<file path="config.mk">
export PLATFORM = sky130hd
export DESIGN_NAME = fetch_pc_gen
export DESIGN_NICKNAME = d
export VERILOG_FILES = /design/src/rtl/cpu_defs.sv /design/src/rtl/fetch_redirect_arb.sv /design/src/rtl/fetch_pc_gen.sv
export SDC_FILE = /design/constraint.sdc
export NUM_CORES = 1
export LEC_CHECK = 0
export BUFFER_PORTS_ARGS = -buffer_cell sky130_fd_sc_hd__buf_4
export CAP_MARGIN = 25
export CORE_MARGIN = 10
export CORE_UTILIZATION = 62
export CTS_BUF_LIST = sky130_fd_sc_hd__clkbuf_4
export DETAILED_ROUTE_END_ITERATION = 6
export PLACE_DENSITY = 0.86
export SLEW_MARGIN = 20
export SYNTH_ARGS = -nofsm -noshare
export SYNTH_HDL_FRONTEND = slang
export SYNTH_SLANG_ARGS = --single-unit
export TNS_END_PERCENT = 5
</file>
<file path="constraint.sdc">
create_clock -name clk -period 9.5 [get_ports clk]
set_clock_uncertainty 0.15 [all_clocks]
set_input_delay 0.95 -clock clk [delete_from_list [all_inputs] [get_ports clk]]
set_output_delay 0.95 -clock clk [all_outputs]
set_load 0.02 [all_outputs]
</file>
<file path="src/rtl/cpu_defs.sv">
// Shared fetch-side types and constants for the fetch PC sequencer.
package cpu_defs;

    localparam int unsigned XLEN = 32;

    typedef logic [XLEN-1:0] virt_t;

    typedef enum logic [1:0] {
        RUN     = 2'd0,
        WAIT_DS = 2'd1
    } fetch_state_t;

    localparam virt_t RESET_PC_DEFAULT = 32'hbfc0_0000;
    localparam virt_t INSN_BYTES       = 32'd4;

    // One-hot record of which source moved the fetch PC this cycle.
    typedef struct packed {
        logic flush;
        logic corr;
        logic pred;
        logic seq;
    } redir_src_t;

    // Address of the instruction following pc (wraps mod 2^32).
    function automatic virt_t pc_plus4(input virt_t pc);
        return pc + INSN_BYTES;
    endfunction

endpackage

</file>
<file path="src/rtl/fetch_redirect_arb.sv">
// Combinational next-fetch-PC arbiter: flush > correction > prediction > sequential.
module fetch_redirect_arb
    import cpu_defs::*;
(
    input  virt_t        pc_q,
    input  logic         fire,
    input  fetch_state_t state_q,
    input  virt_t        held_target,
    input  virt_t        held_ds,
    input  logic         flush_valid,
    input  virt_t        flush_target,
    input  logic         is_correction,
    input  logic         corr_pend,
    input  virt_t        correct_target,
    input  logic         pred_valid,
    input  logic         pred_taken,
    input  virt_t        pred_pc,
    input  virt_t        pred_target,
    output virt_t        next_pc,
    output redir_src_t   src,
    output logic         enter_wait_ds,
    output logic         kill
);

    virt_t ds;
    logic  pred_act;
    logic  pred_now;
    logic  pred_wait;
    logic  wds_fire;

    // A taken prediction acts only in RUN and never while the BPU is correcting.
    assign ds        = pc_plus4(pred_pc);
    assign pred_act  = pred_valid && pred_taken && !is_correction && (state_q == RUN);
    // Redirect now if the delay slot fires this cycle or has already been accepted.
    assign pred_now  = pred_act && ((pc_q == ds) ? fire : (pc_q != pred_pc));
    // Otherwise the delay slot (or the branch itself) is still ahead of us.
    assign pred_wait = pred_act && !pred_now;
    assign wds_fire  = (state_q == WAIT_DS) && fire && (pc_q == held_ds);

    // Priority select of the next fetch address.
    always_comb begin
        next_pc       = pc_q;
        src           = '0;
        enter_wait_ds = 1'b0;
        kill          = 1'b0;
        if (flush_valid) begin
            next_pc   = flush_target;
            src.flush = 1'b1;
        end else if (is_correction && !corr_pend) begin
            next_pc  = correct_target;
            src.corr = 1'b1;
        end else if (pred_now) begin
            next_pc  = pred_target;
            src.pred = 1'b1;
            kill     = (pc_q != ds);
        end else if (wds_fire) begin
            next_pc  = held_target;
            src.pred = 1'b1;
        end else begin
            enter_wait_ds = pred_wait;
            if (fire) begin
                next_pc = pc_plus4(pc_q);
                src.seq = 1'b1;
            end
        end
    end

endmodule

</file>
<file path="src/rtl/fetch_pc_gen.sv">
// Fetch-address sequencer driving the I-cache request handshake.
// Optional perf counters enabled by defining FETCH_PC_PERF_EN.
module fetch_pc_gen
    import cpu_defs::*;
#(
    parameter virt_t RESET_PC = RESET_PC_DEFAULT
) (
    input  logic  clk,
    input  logic  resetn,
    input  logic  flush_valid,
    input  virt_t flush_target,
    input  logic  is_correction,
    input  virt_t correct_target,
    output logic  correct_finish,
    input  logic  pred_valid,
    input  logic  pred_taken,
    input  virt_t pred_pc,
    input  virt_t pred_target,
    output logic  fetch_valid,
    input  logic  fetch_ready,
    output virt_t fetch_pc,
    output logic  ifq_kill
`ifdef FETCH_PC_PERF_EN
   ,output virt_t perf_redirects,
    output virt_t perf_kills
`endif
);

    fetch_state_t state_q, state_d;
    virt_t        pc_q;
    virt_t        held_target_q, held_target_d;
    virt_t        held_ds_q, held_ds_d;
    logic         corr_pend_q, corr_pend_d;

    virt_t        next_pc;
    redir_src_t   src;
    logic         enter_wait_ds;
    logic         kill_c;
    logic         fire;
    logic         pc_en;

    assign fire           = fetch_valid && fetch_ready;
    assign fetch_pc       = pc_q;
    assign correct_finish = fire && corr_pend_q;
    assign pc_en          = src.flush || src.corr || src.pred || src.seq || enter_wait_ds;

    fetch_redirect_arb u_arb (
        .pc_q          (pc_q),
        .fire          (fire),
        .state_q       (state_q),
        .held_target   (held_target_q),
        .held_ds       (held_ds_q),
        .flush_valid   (flush_valid),
        .flush_target  (flush_target),
        .is_correction (is_correction),
        .corr_pend     (corr_pend_q),
        .correct_target(correct_target),
        .pred_valid    (pred_valid),
        .pred_taken    (pred_taken),
        .pred_pc       (pred_pc),
        .pred_target   (pred_target),
        .next_pc       (next_pc),
        .src           (src),
        .enter_wait_ds (enter_wait_ds),
        .kill          (kill_c)
    );

    // Next-state for the delay-slot FSM, held prediction and correction tracking.
    always_comb begin
        state_d       = state_q;
        held_target_d = held_target_q;
        held_ds_d     = held_ds_q;
        corr_pend_d   = corr_pend_q;
        if (src.flush || src.corr) begin
            state_d       = RUN;
            held_target_d = '0;
            held_ds_d     = '0;
            corr_pend_d   = src.corr;
        end else begin
            if (correct_finish) begin
                corr_pend_d = 1'b0;
            end
            if (src.pred) begin
                state_d = RUN;
            end else if (enter_wait_ds) begin
                state_d       = WAIT_DS;
                held_target_d = pred_target;
                held_ds_d     = pc_plus4(pred_pc);
            end
        end
    end

    // State and output registers.
    always_ff @(posedge clk or negedge resetn) begin
        if (!resetn) begin
            state_q       <= RUN;
            pc_q          <= RESET_PC;
            held_target_q <= '0;
            held_ds_q     <= '0;
            corr_pend_q   <= 1'b0;
            fetch_valid   <= 1'b0;
            ifq_kill      <= 1'b0;
        end else begin
            state_q       <= state_d;
            held_target_q <= held_target_d;
            held_ds_q     <= held_ds_d;
            corr_pend_q   <= corr_pend_d;
            fetch_valid   <= 1'b1;
            ifq_kill      <= kill_c;
            if (pc_en) begin
                pc_q <= next_pc;
            end
        end
    end

`ifdef FETCH_PC_PERF_EN
    // Saturating counts of prediction redirects and IF-queue kills.
    always_ff @(posedge clk or negedge resetn) begin
        if (!resetn) begin
            perf_redirects <= '0;
            perf_kills     <= '0;
        end else begin
            if (src.pred && (perf_redirects != '1)) begin
                perf_redirects <= perf_redirects + 32'd1;
            end
            if (kill_c && (perf_kills != '1)) begin
                perf_kills <= perf_kills + 32'd1;
            end
        end
    end
`endif

endmodule

</file>
---- Word-level counts from Yosys, hierarchy flattened ----
Cells that the tools add are included.
operators by class
  add/sub/neg operators ................... 2
  equality and inequality tests ........... 6
  mux-type cells .......................... 33
  reductions and logical operators ........ 24
operator list
  kind                                                             count
  32-bit 2-to-1 mux                                                11
  32-bit by 3-bit adder with 32-bit output, second input constant  2
  32-bit == test                                                   2
  32-bit != test                                                   2
  1-bit 2-to-1 mux                                                 17
  1-bit logical AND                                                10
  2-bit 2-to-1 mux                                                 4
  5-bit nonzero test                                               1
  1-bit logical OR                                                 4
  2-bit AND reduction                                              2
  2-bit nonzero test                                               2
  1-bit logical NOT                                                3
  3-bit 2-to-1 mux                                                 1
  3-bit nonzero test                                               1
  2-bit by 1-bit == test with 1-bit output, second input constant  1
  2-bit logical NOT                                                1
  2-bit by 1-bit != test with 1-bit output, second input constant  1
storage, ports and cells
  register bits after elaboration ......... 101
  input bits .............................. 135
  output and inout port bits .............. 35
  word-level logic and storage cells ...... 72

---- Logic depth before layout (Yosys ltp) ----
  depth in word-level cells ............... 13
  depth in mapped cells ................... 13
  depth with buffers taken out ............ 9

---- By module ----
From an unflattened synthesis, not the netlist that was laid out.
second synthesis, totals
  cells, all modules ...................... 922
  area, all modules ....................... 8230.4 um^2
modules (own cells, without submodules)
  module              times used  cells each  area an instance (um^2)  sequential area each (um^2)
  fetch_pc_gen        1           351         4490.6                   2513.7
  fetch_redirect_arb  1           571         3739.8                   0.0

---- Least setup slack after synthesis ----
No wires, ideal clock.
  path type ............................... input-to-reg
  start ................................... input port pred_pc[9]
  end ..................................... register held_ds_q[4]
  library setup time ...................... 128 ps
  data arrival time ....................... 3663 ps
  data required time ...................... 9222 ps
  setup slack ............................. 5559 ps
  cell stages on the path ................. 11
  buffers on the path ..................... 3
  path through ............................ buf_2 -> nand4_4 -> or4_1 -> buf_2 -> or3_1 -> o31ai_1 -> o2111a_2 -> nand4_4 -> a21oi_2 -> buf_4 -> mux2_1
on the way
  longest elaborated chain between the ends .. 12
  elaborated cells between the ends (all ways) .. 17
  those cells by class .................... 1 x add/sub; 3 x eq/ne; 8 x mux; 5 x reduce/logical
ends and longest elaborated chain
  what                                      RTL line                  source
  from (decl)                               fetch_pc_gen.sv:17        input virt_t pred_pc,
  32-bit by 3-bit adder with 32-bit output  cpu_defs.sv:26            return pc + INSN_BYTES;
  32-bit == test                            fetch_redirect_arb.sv:35  assign pred_now = pred_act && ((pc_q == ds) ? fire : (pc_q != pred_pc));
  1-bit 2-to-1 mux (*)                      fetch_redirect_arb.sv:35
  1-bit logical AND (*)                     fetch_redirect_arb.sv:35
  1-bit logical NOT                         fetch_redirect_arb.sv:37  assign pred_wait = pred_act && !pred_now;
  1-bit logical AND                         fetch_redirect_arb.sv:37
  1-bit 2-to-1 mux                          fetch_redirect_arb.sv:56  end else if (wds_fire) begin
  1-bit 2-to-1 mux                          fetch_redirect_arb.sv:52  end else if (pred_now) begin
  1-bit 2-to-1 mux                          fetch_redirect_arb.sv:49  end else if (is_correction && !corr_pend) begin
  1-bit 2-to-1 mux                          fetch_redirect_arb.sv:46  if (flush_valid) begin
  2-bit nonzero test (no line)              n/a
  2-bit AND reduction (no line) (*)         n/a
  to (signal assigned)                      fetch_pc_gen.sv:106       held_ds_q <= held_ds_d;
  to (decl)                                 fetch_pc_gen.sv:32        virt_t held_ds_q, held_ds_d;
Every way passes the cells marked *; elsewhere a longest branch is shown, timed or not.
A chain may end at the register's enable or synchronous reset.

---- Final worst setup path ----
  start ................................... input port pred_pc[6]
  end ..................................... register held_ds_q[4]
Same word-level chain as after synthesis.

==> impl_metrics.csv <==
group,metric,value,unit
placement,place_congestion,0.975,
cts,cts_setup_buffers,0,
job,max_cap_violations,0,
die,io-pin-count,170,
route,via_per_inst,6.35,
synthesis,ys_seq_area_share,30.2,%
sta,slew_viol_final,0,
cts,cts_made_buffers,9,
route,num_vias,8110,
sta,grt_setup_unrepaired,"no",
sta,setup_viol,0,
critical_path,rrSetupSlack,4.72,ns
synthesis,synthDistinctLibCells,67,
critical_path,cp.arrival,5.54,ns
power,cellPowerDensity,118,nW/µm²
synthesis,synth_top_area_share,27.4,%
synthesis,netlist_area,8310,µm²
sta,fmax,0.188,GHz
route,dr.pass1.iters,5,
finish,design_area,9570,µm²
grt,grtUsageTotal,29.7,%
placement,placed_area,9430,µm²
finish,layout_common_cells,"222 x nand2_1, 178 x buf_4, 91 x dfrtp_1",
synthesis,synth_area_leaders,"dfrtp_1 27%, mux2i_1 10%, nand2_1 10%, xor2_1 7.0%, xnor2_1 6.9%",
grt,grt_max_degree,83,
route,wl,27900,µm
sta,period_minus_slack,5.31,ns
finish,final_common_cell,"nand2_1",
route,first_iter_violations,948,
grt,grt_overflow,0,
synthesis,synth_edf_count,0,
critical_path,critPathMaxStageDelay,0.84,ns
sta,finalCritPeriodShare,55.9,%
synthesis,synth_nets,1149,
cts,cts.path.max_buffers,2,
synthesis,yosysWarnings,0,
critical_path,r2r_end,"held_ds_q[4]$_DFFE_PN0P_",
placement,place_hpwl,21000,µm
cts,cts_hold_buf,0,
placement,port_buffers,169,
power,p_leak,0.00430,µW
route,antenna_left,0,
grt,grt_pass1_wl,43300,µm
critical_path,crit_type,"in -> reg",
synthesis,syn_avg_cell_area,8.21,µm²
sta,tns,0,ns
cts,root_buffer,"clkbuf_4",
cts,cts.sinks,100,
critical_path,ff2ff_path_depth,9,
critical_path,path_common_cell,"buf_4",
sta,max_slew_margin,33.0,%
critical_path,crit_path_start_kind,"input pin",
sta,hold_viol,0,
critical_path,crit_chain,"buf_4 -> nand4_1 -> or4_1 -> or3_1 -> o31ai_1 -> o2111a_2 -> nand4_4 -> a21oi_4 -> buf_4 -> mux2_1",
grt,antenna_found_initial,0,
sta,fin_ws,4.19,ns
run_status,status,"complete, no violations",
finish,nets,1233,
critical_path,reg2reg_from,"fetch_pc[13]$_DFFE_PN0P_",
worst_hold_path,hp-class,"in -> async",
power,irDropWorstVdd,99.6,µV
synthesis,yosysTopAreaCell,"dfrtp_1",
sta,worst_slew_pin_slew,1.01,ns
die,die_area,18400,µm²
route,wl_per_cell,21.8,µm
critical_path,endpoint_kind,"flop",
route,drc,0,
cts,tritoncts,"built",
synthesis,synth_seq_cells,100,
die,chipHeight,136,µm
cts,clk_latency,0.50,ns
synthesis,ys_async_sr_fraction,100,%
cts,cts_resized,0,
die,rows,42,
die,initial_core_util,63.0,%
grt,grt_pass1_vias,7802,
critical_path,cp_max_fo,28,
critical_path,cp.required,9.73,ns
finish,drive_gt1_share,21.3,%
synthesis,synth_flop_cell,"dfrtp_1",
placement,place_ws,3.82,ns
finish,area_growth,15.2,%
die,core,13200,µm²
cts,cts.clk_slew.worst_paths,0.17,ns
cts,cts-htree-levels,3,
critical_path,cp_slowest_cell,"or4_1",
synthesis,synthCells,1012,
finish,antenna_cells,0,
die,die_w,136,µm
-- worst max-delay path by stage --
stage,cells after the start,slack [ns],from,end
3_5_place_dp,10,3.82,pred_pc[6],held_ds_q[4]$_DFFE_PN0P_
6_report,10,4.19,pred_pc[6],held_ds_q[4]$_DFFE_PN0P_
2_1_floorplan,11,5.56,pred_pc[9],held_ds_q[4]$_DFFE_PN0P_
5_1_grt,10,3.94,pred_pc[5],held_ds_q[4]$_DFFE_PN0P_
4_1_cts,10,4.31,pred_pc[6],held_ds_q[4]$_DFFE_PN0P_
3_3_place_gp,10,3.85,pred_pc[6],held_ds_q[4]$_DFFE_PN0P_
-- per-stage QoR --
stage	utilization, %	std cells	hold WS, ns	power [µW]
floorplan	-	1012	0.346	747
global placement	71.4	1260	0.357	912
detailed placement	71.5	1260	0.364	914
CTS	72.4	1276	0.237	1120
global route	72.6	1277	0.233	1180
finish	72.6	1277	0.225	1130
-- synthesized netlist by cell type, types with 19 or more instances --
master / count
mux2i_1: 86
xor2_1: 66
nor2_1: 19
o21ai_0: 60
a21oi_1: 19
nand4_1: 26
clkbuf_1: 85
dfrtp_1: 91
nor4_1: 24
nand3_1: 38
xnor2_1: 65
nand2_1: 222
-- cell type report --
type | instances | area (µm²)
sequential | 100 | 2510
clock buffer | 11 | 82.6
inverter | 6 | 22.5
timing repair buffer | 179 | 1360
multi-input combinational | 800 | 5330
fill | 1058 | 3620
tap | 176 | 220
clock inverter | 5 | 36.3
-- cell families (layout without fill, tap and decap cells) --
group                    after synthesis  count (layout)  synth area share [%]
other                                  1               1                0.0451
flip-flops                           100             100                  30.2
XOR/XNOR                             132             132                  14.1
AO/OA/AOI/OAI                        154             154                  12.5
adder cells (fa/ha/maj)                2               2                 0.301
buffers and inverters                112             201                  5.93
AND/OR/NAND/NOR                      413             413                  24.5
multiplexers                          98              98                  12.4
-- where the power goes --
group	leakage, µW	switching [µW]	internal [µW]	total [µW]
registers	0.00131	77.4	451	528
clock network	0.0000611	155	60.3	215
logic	0.00293	215	175	391
total	0.00430	447	686	1130
-- per-layer routing --
metal / vias up / GRT usage (%) / share of wire, %
li1: 3702 / - / -
met1: 3880 / 40.0 / 41
met2: 472 / 46.4 / 46
met3: 56 / 6.08 / 9.7
met4: 0 / 10.4 / 2.8
met5: - / 0 / 0
-- critical path: cells and delay by family --
kind	cells	cell delay, ns
AO/OA/AOI/OAI	3	1.42
buffers and inverters	2	0.64
multiplexers	1	0.36
AND/OR/NAND/NOR	4	2.13
-- sequential cells by signal (all words and copies together) (netlist names) --
| register | count |
|---|---|
| held_ds_q | 32 |
| corr_pend_q | 1 |
| state_q | 1 |
| fetch_pc | 32 |
| ifq_kill | 1 |
| fetch_valid | 1 |
| held_target_q | 32 |
No activity file was read; power rests on OpenSTA's default activity.
